## src/rtl/fft_pkg.sv

```systemverilog
`default_nettype none
// ============================================================================
// Module      : fft_pkg
// Description : Shared definitions for the radix-2 DIT FFT control path.
//               Holds the sequencer state encoding, point-count helpers and
//               the butterfly address / twiddle-index arithmetic. The
//               butterfly datapath uses the same functions for checking.
// Revision    : 1.0 - initial release
// ============================================================================
package fft_pkg;

    typedef enum logic [1:0] {
        ST_IDLE  = 2'd0,
        ST_READ  = 2'd1,
        ST_DRAIN = 2'd2,
        ST_FIN   = 2'd3
    } fft_state_t;

    // N = 2**log2n
    function automatic int unsigned fft_points(input int unsigned log2n);
        return 32'd1 << log2n;
    endfunction

    // Butterflies per stage, N/2
    function automatic int unsigned fft_half_points(input int unsigned log2n);
        return fft_points(log2n) >> 1;
    endfunction

    // Upper butterfly address: a zero is inserted at bit position s of j.
    function automatic logic [31:0] bf_addr_a(input logic [31:0] j,
                                              input logic [31:0] s);
        logic [31:0] span;
        span = 32'd1 << s;
        return ((j >> s) << (s + 32'd1)) | (j & (span - 32'd1));
    endfunction

    // Lower butterfly address: partner of A, one span further.
    function automatic logic [31:0] bf_addr_b(input logic [31:0] j,
                                              input logic [31:0] s);
        return bf_addr_a(j, s) | (32'd1 << s);
    endfunction

    // Twiddle index k = (j mod span) scaled up to the N/2 grid.
    function automatic logic [31:0] bf_twiddle(input logic [31:0] j,
                                               input logic [31:0] s,
                                               input logic [31:0] log2n);
        logic [31:0] span;
        span = 32'd1 << s;
        return (j & (span - 32'd1)) << (log2n - 32'd1 - s);
    endfunction

endpackage
`default_nettype wire

```

## src/rtl/fft_addr_delay.sv

```systemverilog
`default_nettype none
// ============================================================================
// Module      : fft_addr_delay
// Description : Enabled shift register carrying {valid, addr_a, addr_b}
//               through the butterfly pipeline so write-back addresses line
//               up with the butterfly results.
// Ports       : clk, rst_n     - clock, async active-low reset
//               i_en           - shift enable (low freezes the whole line)
//               i_valid/i_addr_* - entry pushed at the head
//               o_valid/o_addr_* - registered tail of the line
// Revision    : 1.0 - initial release
// ============================================================================
module fft_addr_delay #(
    parameter int DEPTH = 3,
    parameter int AW    = 5
) (
    input  logic          clk,
    input  logic          rst_n,
    input  logic          i_en,
    input  logic          i_valid,
    input  logic [AW-1:0] i_addr_a,
    input  logic [AW-1:0] i_addr_b,
    output logic          o_valid,
    output logic [AW-1:0] o_addr_a,
    output logic [AW-1:0] o_addr_b
);

    logic [DEPTH-1:0]         r_valid;
    logic [DEPTH-1:0][AW-1:0] r_addr_a;
    logic [DEPTH-1:0][AW-1:0] r_addr_b;

    always_ff @(posedge clk or negedge rst_n) begin
        if (!rst_n) begin
            r_valid  <= '0;
            r_addr_a <= '0;
            r_addr_b <= '0;
        end else if (i_en) begin
            r_valid[0]  <= i_valid;
            r_addr_a[0] <= i_addr_a;
            r_addr_b[0] <= i_addr_b;
            for (int i = 1; i < DEPTH; i++) begin
                r_valid[i]  <= r_valid[i-1];
                r_addr_a[i] <= r_addr_a[i-1];
                r_addr_b[i] <= r_addr_b[i-1];
            end
        end
    end

    assign o_valid  = r_valid[DEPTH-1];
    assign o_addr_a = r_addr_a[DEPTH-1];
    assign o_addr_b = r_addr_b[DEPTH-1];

endmodule
`default_nettype wire

```

## src/rtl/fft_addr_gen.sv

```systemverilog
`default_nettype none
// ============================================================================
// Module      : fft_addr_gen
// Description : Address generator for an in-place radix-2 DIT FFT. Issues
//               one butterfly per active cycle (data RAM read addresses A/B
//               and twiddle ROM index), delays the addresses for write-back,
//               and inserts a drain gap between stages so a stage never reads
//               a location the previous stage has yet to write.
// Ports       : CLK, RST_n          - clock, async active-low reset
//               Start, Hold         - run request, global freeze
//               Busy, Done, Stage   - sequencing status
//               Rd_Valid/Rd_Addr_*  - butterfly read issue
//               Tw_Addr             - twiddle ROM address (zero-extended k)
//               Wr_Valid/Wr_Addr_*  - butterfly write-back
// Revision    : 1.0 - initial release
// ============================================================================
module fft_addr_gen
    import fft_pkg::*;
#(
    parameter int LOG2_NFFT  = 5,
    parameter int DATA_WIDTH = 16,
    parameter int BF_LATENCY = 3
) (
    input  logic                  CLK,
    input  logic                  RST_n,
    input  logic                  Start,
    input  logic                  Hold,
    output logic                  Busy,
    output logic                  Done,
    output logic [LOG2_NFFT-1:0]  Stage,
    output logic                  Rd_Valid,
    output logic [LOG2_NFFT-1:0]  Rd_Addr_A,
    output logic [LOG2_NFFT-1:0]  Rd_Addr_B,
    output logic [DATA_WIDTH-1:0] Tw_Addr,
    output logic                  Wr_Valid,
    output logic [LOG2_NFFT-1:0]  Wr_Addr_A,
    output logic [LOG2_NFFT-1:0]  Wr_Addr_B
);

    // j needs LOG2_NFFT-1 bits; keep at least one bit for the N=2 case.
    localparam int c_JW = (LOG2_NFFT > 1) ? LOG2_NFFT - 1 : 1;
    localparam int c_CW = $clog2(BF_LATENCY + 1);

    localparam logic [c_JW-1:0]      c_J_LAST     = c_JW'(fft_half_points(LOG2_NFFT) - 1);
    localparam logic [LOG2_NFFT-1:0] c_S_LAST     = LOG2_NFFT'(LOG2_NFFT - 1);
    localparam logic [c_CW-1:0]      c_DRAIN_LOAD = c_CW'(BF_LATENCY);
    localparam logic [c_CW-1:0]      c_DRAIN_LAST = c_CW'(1);

    fft_state_t           r_state;
    logic [c_JW-1:0]      r_j;
    logic [LOG2_NFFT-1:0] r_s;
    logic [c_CW-1:0]      r_drain;

    logic                  w_advance;
    logic                  w_reading;
    logic                  w_rd_valid;
    logic [LOG2_NFFT-1:0]  w_addr_a;
    logic [LOG2_NFFT-1:0]  w_addr_b;
    logic [DATA_WIDTH-1:0] w_tw;
    logic                  w_wr_valid_tail;

    assign w_advance = ~Hold;

    always_ff @(posedge CLK or negedge RST_n) begin
        if (!RST_n) begin
            r_state <= ST_IDLE;
            r_j     <= '0;
            r_s     <= '0;
            r_drain <= '0;
        end else if (w_advance) begin
            case (r_state)
                ST_IDLE: begin
                    if (Start) begin
                        r_state <= ST_READ;
                        r_j     <= '0;
                        r_s     <= '0;
                    end
                end
                ST_READ: begin
                    if (r_j == c_J_LAST) begin
                        r_state <= ST_DRAIN;
                        r_drain <= c_DRAIN_LOAD;
                    end else begin
                        r_j <= r_j + 1'b1;
                    end
                end
                ST_DRAIN: begin
                    // Last drain cycle: the final write-back of this stage
                    // is on the write port now.
                    if (r_drain == c_DRAIN_LAST) begin
                        if (r_s < c_S_LAST) begin
                            r_s     <= r_s + 1'b1;
                            r_j     <= '0;
                            r_state <= ST_READ;
                        end else begin
                            r_state <= ST_FIN;
                        end
                    end else begin
                        r_drain <= r_drain - 1'b1;
                    end
                end
                ST_FIN: begin
                    r_state <= ST_IDLE;
                    r_s     <= '0;
                end
                default: r_state <= ST_IDLE;
            endcase
        end
    end

    assign w_reading  = (r_state == ST_READ);
    assign w_rd_valid = w_reading & w_advance;

    assign w_addr_a = LOG2_NFFT'(bf_addr_a(32'(r_j), 32'(r_s)));
    assign w_addr_b = LOG2_NFFT'(bf_addr_b(32'(r_j), 32'(r_s)));
    assign w_tw     = DATA_WIDTH'(bf_twiddle(32'(r_j), 32'(r_s), 32'(LOG2_NFFT)));

    fft_addr_delay #(
        .DEPTH (BF_LATENCY),
        .AW    (LOG2_NFFT)
    ) u_delay (
        .clk      (CLK),
        .rst_n    (RST_n),
        .i_en     (w_advance),
        .i_valid  (w_reading),
        .i_addr_a (w_addr_a),
        .i_addr_b (w_addr_b),
        .o_valid  (w_wr_valid_tail),
        .o_addr_a (Wr_Addr_A),
        .o_addr_b (Wr_Addr_B)
    );

    assign Busy      = (r_state != ST_IDLE);
    assign Done      = (r_state == ST_FIN) & w_advance;
    assign Stage     = r_s;
    assign Rd_Valid  = w_rd_valid;
    assign Rd_Addr_A = w_rd_valid ? w_addr_a : '0;
    assign Rd_Addr_B = w_rd_valid ? w_addr_b : '0;
    assign Tw_Addr   = w_rd_valid ? w_tw     : '0;
    assign Wr_Valid  = w_wr_valid_tail & w_advance;

endmodule
`default_nettype wire

```

## config.mk

```make
export PLATFORM = sky130hd
export DESIGN_NAME = fft_addr_gen
export DESIGN_NICKNAME = d
export VERILOG_FILES = /design/src/rtl/fft_pkg.sv /design/src/rtl/fft_addr_delay.sv /design/src/rtl/fft_addr_gen.sv
export SDC_FILE = /design/constraint.sdc
export NUM_CORES = 1
export LEC_CHECK = 0
export BUFFER_PORTS_ARGS = -buffer_cell sky130_fd_sc_hd__clkbuf_2
export CAP_MARGIN = 5
export CORE_MARGIN = 2
export CORE_UTILIZATION = 61
export DETAILED_ROUTE_END_ITERATION = 6
export PLACE_DENSITY = 0.88
export SETUP_SLACK_MARGIN = 0.05
export SLEW_MARGIN = 30
export SYNTH_ARGS = -nofsm -noshare
export SYNTH_HDL_FRONTEND = slang
export SYNTH_SLANG_ARGS = --single-unit
```

## constraint.sdc

```tcl
create_clock -name CLK -period 6.5 [get_ports CLK]
set_clock_uncertainty 0.1 [all_clocks]
set_input_delay 1.3 -clock CLK [delete_from_list [all_inputs] [get_ports CLK]]
set_output_delay 1.3 -clock CLK [all_outputs]
set_load 0.05 [all_outputs]
```

* After elaboration in Yosys (flattened, before gate mapping)
Cells that the tools add are included.
Storage, ports and cells: register bits 46, input port bits 4, output and inout port bits 45, word-level logic and storage cells 69
Operators by class: add/sub/neg operators 6, magnitude comparators 1, equality and inequality tests 11, shift-type cells 4, muxes and demuxes 20, bitwise operators 7, reduce and logical (&&, ||, !) cells 9
Operator list (count):
- 4-bit by 32-bit AND with 32-bit output | 1
- 1-bit by 5-bit << shifter with 32-bit output (first input constant) | 1
- 32-bit by 32-bit << shifter with 16-bit output | 1
- 32-bit by 6-bit << shifter with 5-bit output | 1
- 4-bit by 5-bit >> shifter with 32-bit output | 1
- 32-bit by 1-bit subtractor with 32-bit output (second input constant) | 1
- 5-bit 2-to-1 mux | 5
- 16-bit 2-to-1 mux | 1
- 4-bit 2-to-1 mux | 4
- 5-bit case mux with 3 select lines | 1
- 2-bit 2-to-1 mux | 6
- 2-bit != test (second input constant) | 6
- 4-bit case mux with 3 select lines | 1
- 5-bit bitwise OR | 2
- 2-bit case mux with 4 select lines | 1
- 4-bit AND reduction | 2
- 5-bit by 1-bit adder with 6-bit output (second input constant) | 1
- 6-bit AND reduction | 1
- 3-bit nonzero test | 2
- 3-bit by 5-bit subtractor with 6-bit output (first input constant) | 1
- 5-bit by 1-bit adder with 5-bit output (second input constant) | 1
- 5-bit by 3-bit < comparator with 1-bit output (second input constant) | 1
- 5-bit AND reduction | 1
- 4-bit by 1-bit adder with 4-bit output (second input constant) | 1
- other kinds (9) | 14

* Depth between registers and ports, before layout
Gate-level depths: netlist (run 1).
depth after elaboration 6, gate-level depth with buffers 11

* Hierarchy
From an unflattened synthesis (run 1), not the netlist that was laid out.
Unflattened totals: cells, all modules 307, area total of the unflattened synthesis 3278.1 µm²
By module, submodules not included:
- fft_addr_gen | times used 1, cells an instance 227, area an instance 1821.7 µm²
- fft_addr_delay | times used 1, cells an instance 80, area an instance 1456.4 µm²

* Worst setup path after synthesis (run 1)
OpenSTA, ideal clock, no wires.
path kind flip-flop to output port, from register r_s[0], in the netlist Stage[0], to output port Tw_Addr[9], arrival time 3.807 ns, required time 5.100 ns, setup slack 1.293 ns, stages on the path, launching flop included 11, buffers on the path 1, cell sequence dfrtp_1 > clkbuf_8 > inv_1 > ha_1 > ha_1 > nand2_1 > ha_1 > or2b_2 > mux2i_1 > a32oi_2 > nor4_1
On the way: longest elaborated chain between the ends 5, elaborated cells between the ends (all ways) 6, classes of those cells add/sub: 2; shift: 2; mux: 1; bitwise: 1
RTL lines:
- start, declared | line fft_addr_gen.sv:51 | logic [LOG2_NFFT-1:0] r_s;
- start signal, assigned | line fft_addr_gen.sv:92 | r_s <= r_s + 1'b1;
- 1-bit by 5-bit << shifter with 32-bit output | line fft_pkg.sv:48 | span = 32'd1 << s;
- 32-bit by 1-bit subtractor with 32-bit output | line fft_pkg.sv:49 | return (j & (span - 32'd1)) << (log2n - 32'd1 - s);
- 4-bit by 32-bit AND with 32-bit output | line fft_pkg.sv:49
- 32-bit by 32-bit << shifter with 16-bit output (*) | line fft_pkg.sv:49
- 16-bit 2-to-1 mux (*) | line fft_addr_gen.sv:139 | assign Tw_Addr = w_rd_valid ? w_tw : '0;
- end, declared | line fft_addr_gen.sv:34 | output logic [DATA_WIDTH-1:0] Tw_Addr,
Mark *: on every way between the ends. The rest lies on a longest branch, timed or not.

* Worst setup path after layout (run 1)
from input port Hold, to output port Tw_Addr[9]
On the way: longest elaborated chain between the ends 3
RTL lines:
- start, declared | line fft_addr_gen.sv:27 | input logic Hold,
- 1-bit NOT (no source line)
- 1-bit AND | line fft_addr_gen.sv:112 | assign w_rd_valid = w_reading & w_advance;
- 16-bit 2-to-1 mux | line fft_addr_gen.sv:139
Every way passes these cells.

==> results.txt, run 1 <==
outcome - complete, no violations
Reg power frac - 0.408
Num CTS Buffers - 5
via count - 2294
Antenna Violating Nets Remaining - 0
Resized cells post-CTS - 0
post-synthesis cell count - 305
row count - 25
Max VDD drop - 0.2263 mV
largest net degree at the start of global routing - 47
unrepaired setup endpoints after global routing - no
H-tree lvl count - 2
Pint - 0.6193 mW
Netlist cell types - 54
Comb pwr share - 0.399
vias in the first global route - 2081
final hold slack - 0.4022 ns
critical path class - primary input to output pin
Final Core Density - 0.6619
Initial DRC Count - 166
pre-CTS WS - 1.388 ns
Top FF cell, synth - dfrtp_1
post-synthesis sequential area ratio - 0.3905
DIE HEIGHT - 73.52 um
Reg clk slew, reported paths - 0.08 ns
Slew HR - 0.5423
DP Cell Count - 373
Sw Pwr - 0.4627 mW
R2R Path Start - Stage[0]
pwr dens - 348.4 mW/mm^2
YS warnings - 0
core area - 0.004692 sq mm
initial antenna violation count - 0
asr flop ratio synth - 1.000
Avg Synthesized Cell Area - 9.665 sq um
Critical path origin - Hold
most frequent cells in the layout - dfrtp_1, clkbuf_2, mux2_2
Area Growth Syn to Fin - 5.348%
Placed Area - 0.002995 sq mm
Die Area - 0.005404 sq mm
number of synthesized flops with an enable pin - 0
Worst-Margin Slew - 0.6866 ns
maxcap violations - 0
Post-Syn Area - 0.002948 sq mm
Slew Viols, Final - 0
crit path time final - 5.158 ns
total clock sinks - 46
first-pass GRT wire length - 9.991 mm
commonest non-fill, non-tap cell in the layout - dfrtp_1
fillers - 351
diodes inserted - 0
hold_sp - u_delay.r_addr_a[7]
Max stage delay on crit path - 0.62 ns
Worst EP required - 5.10 ns
setup ws final - 1.342 ns
synthesized flop and latch total - 46
WL final - 6.165 mm
Sw Share - 0.4276
Clock Path Buffers - 2
Fmax - 193.9 MHz
endpoint type of the worst setup path - output pin
Final Hold Viols - 0
share of layout cells above drive strength 1 - 0.2752
DRC violations left - 0
CTS tree - built
post-route cell area - 0.003105 sq mm
Root Driver - clkbuf_8
Overall Power - 1.082 mW
routed length per instance - 16.18 um
Starting Density - 0.6283
IO Port Bufs - 43
first drt pass iteration count - 4
Final Net Count - 340
Crit Path Max Fanout - 31
drt via density - 6.021
crit-path cells - clkbuf_2 > clkinv_1 > nand2_1 > inv_1 > nand2_1 > nor4_1 > clkbuf_2
P_leak - 1.380 nW
gpl congestion - 0.9111
final setup violation count - 0
post-CTS setup buffers - 0
worst skew pair latency - 0.30 ns
Setup Total Neg Slack - 0 ns
hold crit path type - flop to flop
Top-Level Pins - 49
Worst EP arrival - 3.76 ns
CP Launch Type - primary input
Non-Filler Instances - 381
die width - 73.52 um
Clock power frac - 0.193
slowest CP cell - clkinv_1
Final Cycle Share - 0.7936
CTS Hold Bufs - 0
GRT Util Overall - 0.2421
total congestion overflow - 0
HPWL Detailed - 4.503 mm
flip-flops by register name (all words and copies together), names as in the netlist:
signal / count
u_delay.o_addr_a: 5
u_delay.r_addr_a: 10
u_delay.r_valid: 3
u_delay.r_addr_b: 10
r_j: 4
r_state: 2
u_delay.o_addr_b: 5
r_drain: 2
Stage: 5
kinds of logic (layout without fill, tap and decap cells):
| kind of cell | Yosys count | in the layout | synth area share |
|---|---|---|---|
| other | 1 | 5 | 0.001272 |
| AOI/OAI and AO/OA | 58 | 58 | 0.1316 |
| DFF | 46 | 46 | 0.3905 |
| xor gates and xnor gates | 4 | 4 | 0.01189 |
| and+or+nand+nor | 106 | 106 | 0.1944 |
| muxes | 33 | 33 | 0.1227 |
| adders and majority gates | 10 | 10 | 0.04244 |
| buffers and inverters | 47 | 65 | 0.1053 |
metal layers:
layer / track usage / part of all wire / vias up
met3: 0.04115 / 0.065 / 10
met5: 0 / 0 / -
met4: 0.08889 / 0.018 / 0
met2: 0.3770 / 0.48 / 81
li1: - / - / 1100
met1: 0.3386 / 0.44 / 1103
critical path: cells and delay by family:
family	cells	cell delay, ns
buf+inv	4	1.64
simple gates	3	0.81
final cells by class:
class,instances,area [sq um],share of cell area
Timing Repair Buffer,45,230.2,0.07413
Tap cell,54,67.56,0.02176
Clock inverter,2,37.54,0.01209
Sequential cell,46,1151,0.3707
Clock buffer,6,72.57,0.02337
Inverter,12,45.04,0.01450
Multi-Input combinational cell,216,1501,0.4835
synthesized netlist by cell type (7+ instances only):
master / number / area share
nor3_1: 8 / 0.014
mux2i_1: 8 / 0.027
inv_1: 11 / 0.014
nor2_1: 23 / 0.029
clkbuf_1: 7 / 0.0089
nand2_1: 24 / 0.031
a21oi_1: 14 / 0.024
mux2_2: 25 / 0.096
buf_4: 16 / 0.041
nand3_1: 10 / 0.017
clkbuf_8: 7 / 0.033
o21ai_0: 14 / 0.024
a31oi_1: 9 / 0.019
dfrtp_1: 46 / 0.39
ha_1: 10 / 0.042
worst paths after layout:
path / to / slack [ns] / cells past startpoint
worst max register to register: u_delay.r_addr_b[3] / 3.41 / 7
worst min register to register: u_delay.r_addr_a[7] / 0.40 / 2
worst min-delay path: u_delay.r_addr_a[7] / 0.40 / 2
worst max-delay path: Tw_Addr[9] / 1.34 / 7
min in group asynchronous: u_delay.o_addr_a[1] / 0.97 / 2
max in group asynchronous: Stage[2] / 4.93 / 2
power groups by stage:
stage / Combinational, mW / Clock (mW) / Sequential [mW]
floorplan: 0.413 / 0 / 0.409
global placement: 0.422 / 0 / 0.439
detailed placement: 0.433 / 0 / 0.448
CTS: 0.434 / 0.213 / 0.443
global route: 0.467 / 0.225 / 0.455
finish: 0.432 / 0.208 / 0.442
No activity file was read; power rests on OpenSTA's default activity.
==> inputs of run 2 (changes only) <==
- ABC_AREA: default -> 1
- CORE_UTILIZATION: 61 -> 57
- PLACE_DENSITY: 0.88 -> 0.84
- clock period: 6.5 -> 5.3 ns (I/O delays scaled with it)
==> results.txt, run 2 <==
Worst-Margin Slew - 0.5992 ns
number of synthesized flops with an enable pin - 0
Setup Total Neg Slack - 0 ns
Placed Area - 0.003131 sq mm
pwr dens - 556.0 mW/mm^2
Post-Syn Area - 0.002963 sq mm
Comb pwr share - 0.572
R2R Path Start - Stage[0]
commonest non-fill, non-tap cell in the layout - nand2_1
pre-CTS WS - 1.262 ns
Num CTS Buffers - 5
CTS tree - built
hold path endpoint - u_delay.o_addr_a[3]
Final Net Count - 427
Root Driver - clkbuf_8
Commonest cells post-synth - nand2_1, dfrtp_1, inv_1, nand3_1, nor2_1
outcome - complete, no violations
post-synthesis cell count - 383
Yosys top cell by area - dfrtp_1
unrepaired setup endpoints after global routing - no
share of layout cells above drive strength 1 - 0.2343
post-CTS setup buffers - 0
Worst EP arrival - 3.32 ns
Clock power frac - 0.123
IO Port Bufs - 43
total clock sinks - 46
Reg clk slew, reported paths - 0.09 ns
Final Cycle Share - 0.8445
maxcap violations - 0
GRT Util Overall - 0.2294
drt via density - 5.200
DIE HEIGHT - 76.10 um
synthesized flop and latch total - 46
HPWL Detailed - 4.498 mm
worst skew pair latency - 0.30 ns
Critical path origin - Stage[0]
reg2reg end - u_delay.r_addr_b[1]
Slew Viols, Final - 0
flop-to-flop setup slack - 2.49 ns
Sw Pwr - 0.9607 mW
post-route cell area - 0.003223 sq mm
P_leak - 1.689 nW
Initial DRC Count - 190
row count - 26
crit path time final - 4.476 ns
largest net degree at the start of global routing - 47
core area - 0.005075 sq mm
asr flop ratio synth - 1.000
via count - 2517
first-pass GRT wire length - 10.99 mm
first drt pass iteration count - 4
CTS Hold Bufs - 0
gpl congestion - 0.9529
Starting Density - 0.5838
Max VDD drop - 0.3443 mV
hold crit path type - flop to flop
most frequent cells in the layout - nand2_1, dfrtp_1, clkbuf_2
final setup violation count - 0
WL final - 6.064 mm
Worst EP required - 4.14 ns
Slew HR - 0.6006
endpoint type of the worst setup path - output pin
YS warnings - 0
diodes inserted - 0
critical path class - flop to output pin
Resized cells post-CTS - 0
Crit Path Max Fanout - 20
Netlist cell types - 40
Pint - 0.8314 mW
DRC violations left - 0
Fmax - 223.4 MHz
Die Area - 0.005790 sq mm
post-synthesis sequential area ratio - 0.3885
Avg Synthesized Cell Area - 7.736 sq um
hold_sp - u_delay.r_addr_a[8]
total congestion overflow - 0
Clock Path Buffers - 2
Antenna Violating Nets Remaining - 0
Top-Level Pins - 49
routed length per instance - 12.53 um
Area Growth Syn to Fin - 8.784%
Final Hold Viols - 0
Top FF cell, synth - dfrtp_1
Worst Reg-to-Reg Cells - 7
die width - 76.10 um
Reg power frac - 0.306
Hold Crit Depth - 2
count leader, synth - nand2_1
initial antenna violation count - 0
top-area cell type share of the netlist area - 0.3885
H-tree lvl count - 2
setup ws final - 0.8243 ns
top cells by area in the synthesized netlist - dfrtp_1, nand2_1, nand3_1
Top Registers - u_delay.r_addr_a x10, u_delay.r_addr_b x10
Sw Share - 0.5361
vias in the first global route - 2401
CP Launch Type - flop
run 2: cell count changes in the layout (fill, tap and decap cells not counted), sizes merged, moves of 6 or more:
cell	previous run	this run
nand2	24	110
inv	11	45
mux2	25	0
nand3	10	35
o21ai	15	36
nor2	24	38
mux2i	8	0
a31oi	9	2
nor3	8	1
or3	6	0
run 2: logic make-up after synthesis:
kind of cell / share of synthesized area
AO/OA/AOI/OAI: 0.1145
XOR/XNOR: 0.01182
adder cells (fa/ha/maj): 0.04223
buffers and inverters: 0.1178
flip-flops: 0.3885
other: 0.001266
AND/OR/NAND/NOR: 0.3239
run 2: worst max path at each step:
stage / end / slack (ns) / cells past startpoint
4_1_cts: Tw_Addr[8] / 0.89 / 13
5_1_grt: Tw_Addr[4] / 0.50 / 13
3_3_place_gp: Tw_Addr[8] / 1.35 / 13
3_5_place_dp: Tw_Addr[8] / 1.26 / 13
2_1_floorplan: Tw_Addr[8] / 1.05 / 14
6_report: Tw_Addr[8] / 0.82 / 13
run 2: layer usage:
metal,vias up,part of all wire,GRT usage,wire length (um)
li1,1272,-,-,-
met1,1147,0.47,0.3098,2821
met2,88,0.46,0.3759,2809
met3,10,0.057,0.04502,348
met4,0,0.014,0.07091,84
met5,-,0,0,0
run 2: per-stage QoR:
step / total power, mW / util / std cells / hold slack (ns)
final: 1.792 / 0.6351 / 484 / 0.3721
after global routing: 1.953 / 0.6351 / 484 / 0.4043
after detailed placement: 1.572 / 0.6169 / 476 / 0.3520
after global placement: 1.544 / 0.6169 / 476 / 0.3529
after CTS: 1.798 / 0.6351 / 484 / 0.3757
after floorplan: 1.411 / - / 387 / 0.3422
run 2: layout make-up:
cell class / instances / area, sq um
timing repair buffer: 46 / 237.7
fill: 464 / 1852
clock inverter: 3 / 23.77
sequential: 46 / 1151
tap: 70 / 87.58
inverter: 45 / 176.4
clock buffer: 5 / 68.82
multi-input combinational: 269 / 1478
run 2: worst max-delay path, cell delays in order, from the launching register on:
cell and delay [ns]:
dfrtp_1 0.73, inv_2 0.26, ha_1 0.31, ha_1 0.20, nand2_2 0.12, ha_1 0.24
nor2_1 0.16, inv_1 0.08, o21ai_0 0.22, nand3_1 0.13, nand2_1 0.11, nand3_1 0.07
nor2_1 0.09, clkbuf_2 0.28
run 2: power by group through the flow:
stage,logic (mW),clock network [mW],registers (mW)
global route,1.15,0.244,0.563
CTS,1.02,0.230,0.547
global placement,0.996,0,0.548
finish,1.02,0.220,0.548
detailed placement,1.02,0,0.553
floorplan,0.861,0,0.550
==> inputs of run 3 (changes only) <==
- clock period: 5.3 -> 4.4 ns (I/O delays scaled with it)
==> results.txt, run 3 (synthesized netlist as in run 2, its figures left out) <==
CTS Hold Bufs - 0
total congestion overflow - 0
critical path class - flop to output pin
die width - 76.10 um
Starting Density - 0.5838
vias in the first global route - 2391
GRT Util Overall - 0.2217
DRC violations left - 0
drt via density - 5.206
Worst-Margin Slew - 0.5658 ns
gpl congestion - 0.9595
largest net degree at the start of global routing - 47
first drt pass iteration count - 4
fillers - 465
Reg clk slew, reported paths - 0.08 ns
Max VDD drop - 0.3399 mV
via count - 2525
Antenna Violating Nets Remaining - 0
routed length per instance - 12.56 um
endpoint type of the worst setup path - output pin
Top-Level Pins - 49
Root Driver - clkbuf_8
share of layout cells above drive strength 1 - 0.2313
Initial DRC Count - 150
Die Area - 0.005790 sq mm
Num CTS Buffers - 5
total clock sinks - 46
post-CTS setup buffers - 0
Setup Total Neg Slack - 0 ns
Clock Path Buffers - 2
unrepaired setup endpoints after global routing - no
Final Net Count - 428
pre-CTS WS - 0.7820 ns
Top Registers - u_delay.r_addr_a x10, u_delay.r_addr_b x10
DIE HEIGHT - 76.10 um
row count - 26
H-tree lvl count - 2
Worst EP arrival - 3.01 ns
core area - 0.005075 sq mm
initial antenna violation count - 0
CP most frequent cell - ha_1
crit-path cells - inv_1 > ha_1 > ha_1 > nand2_2 > ha_1 > nor2_1 > inv_1 > o21ai_0 > nand3_1 > nand2_1 > nand3_1 > nor2_1 > clkbuf_2
IO Port Bufs - 43
Slew Viols, Final - 0
worst skew pair latency - 0.30 ns
pwr dens - 680.1 mW/mm^2
slowest CP cell - dfrtp_1
most frequent cells in the layout - nand2_1, dfrtp_1, clkbuf_2
WL final - 6.090 mm
Max stage delay on crit path - 0.44 ns
Resized cells post-CTS - 0
final setup violation count - 0
Final Cycle Share - 0.9065
maxcap violations - 0
Area Growth Syn to Fin - 9.502%
outcome - complete, no violations
CTS tree - built
setup ws final - 0.4112 ns
Worst EP required - 3.42 ns
Final Hold Viols - 0
first-pass GRT wire length - 10.56 mm
CP Launch Type - flop
hold crit path type - flop to flop
Crit Path Max Fanout - 6
HPWL Detailed - 4.579 mm
diodes inserted - 0
crit path time final - 3.989 ns
P_leak - 1.706 nW
Fmax - 250.7 MHz
Slew HR - 0.6228
commonest non-fill, non-tap cell in the layout - nand2_1
==> run 3: cell type report <==
cell class / instances / area, sq um / share of cell area
clock buffers: 7 / 76.32 / 0.02352
clock inverters: 1 / 30.03 / 0.009256
inverters: 45 / 176.4 / 0.05438
multi-input cells: 269 / 1478 / 0.4555
flip-flops and latches: 46 / 1151 / 0.3548
well taps: 70 / 87.58 / 0.02700
repair buffers: 47 / 245.2 / 0.07559
==> run 3: report_power, final <==
part	internal (mW)	total [mW]	leakage [nW]	switching [mW]
sequential	0.561	0.647	0.600	0.0864
clock	0.170	0.308	0.0524	0.138
combinational	0.330	1.25	1.05	0.922
total	1.06	2.21	1.71	1.15
==> run 3: critical path: cells and delay by family, from the launching register on <==
kind,cells,cell delay (ns)
AO/OA/AOI/OAI,1,0.27
adder cells (fa/ha/maj),3,0.73
buffers and inverters,3,0.59
flip-flops,1,0.44
AND/OR/NAND/NOR,6,0.67
==> run 3: worst paths after layout <==
path | start | endpoint | slack (ns) | cells past startpoint
min in group asynchronous | RST_n | u_delay.o_addr_b[4] | 0.56 | 2
worst max register to register | Stage[1] | u_delay.r_addr_b[0] | 1.99 | 8
worst min register to register | u_delay.r_addr_a[1] | u_delay.r_addr_a[6] | 0.38 | 2
worst min-delay path | u_delay.r_addr_a[1] | u_delay.r_addr_a[6] | 0.38 | 2
max in group asynchronous | RST_n | Stage[4] | 3.26 | 2
worst max-delay path | Stage[1] | Tw_Addr[8] | 0.41 | 13
==> run 3: metal layers <==
metal / share of wire / up-vias / global-route usage
li1: - / 1269 / -
met1: 0.45 / 1152 / 0.2864
met2: 0.48 / 91 / 0.3839
met3: 0.052 / 13 / 0.03673
met4: 0.013 / 0 / 0.06727
met5: 0 / - / 0
==> run 3: stage by stage <==
stage	cells	hold WS (ns)	util	instance area [sq um]	total power, mW
after floorplan	387	0.3422	-	2978	1.700
after global placement	477	0.3527	0.6183	3138	1.867
after detailed placement	477	0.3584	0.6183	3138	1.896
after CTS	485	0.3778	0.6393	3244	2.210
after global routing	485	0.4083	0.6393	3244	2.379
final	485	0.3781	0.6393	3244	2.207
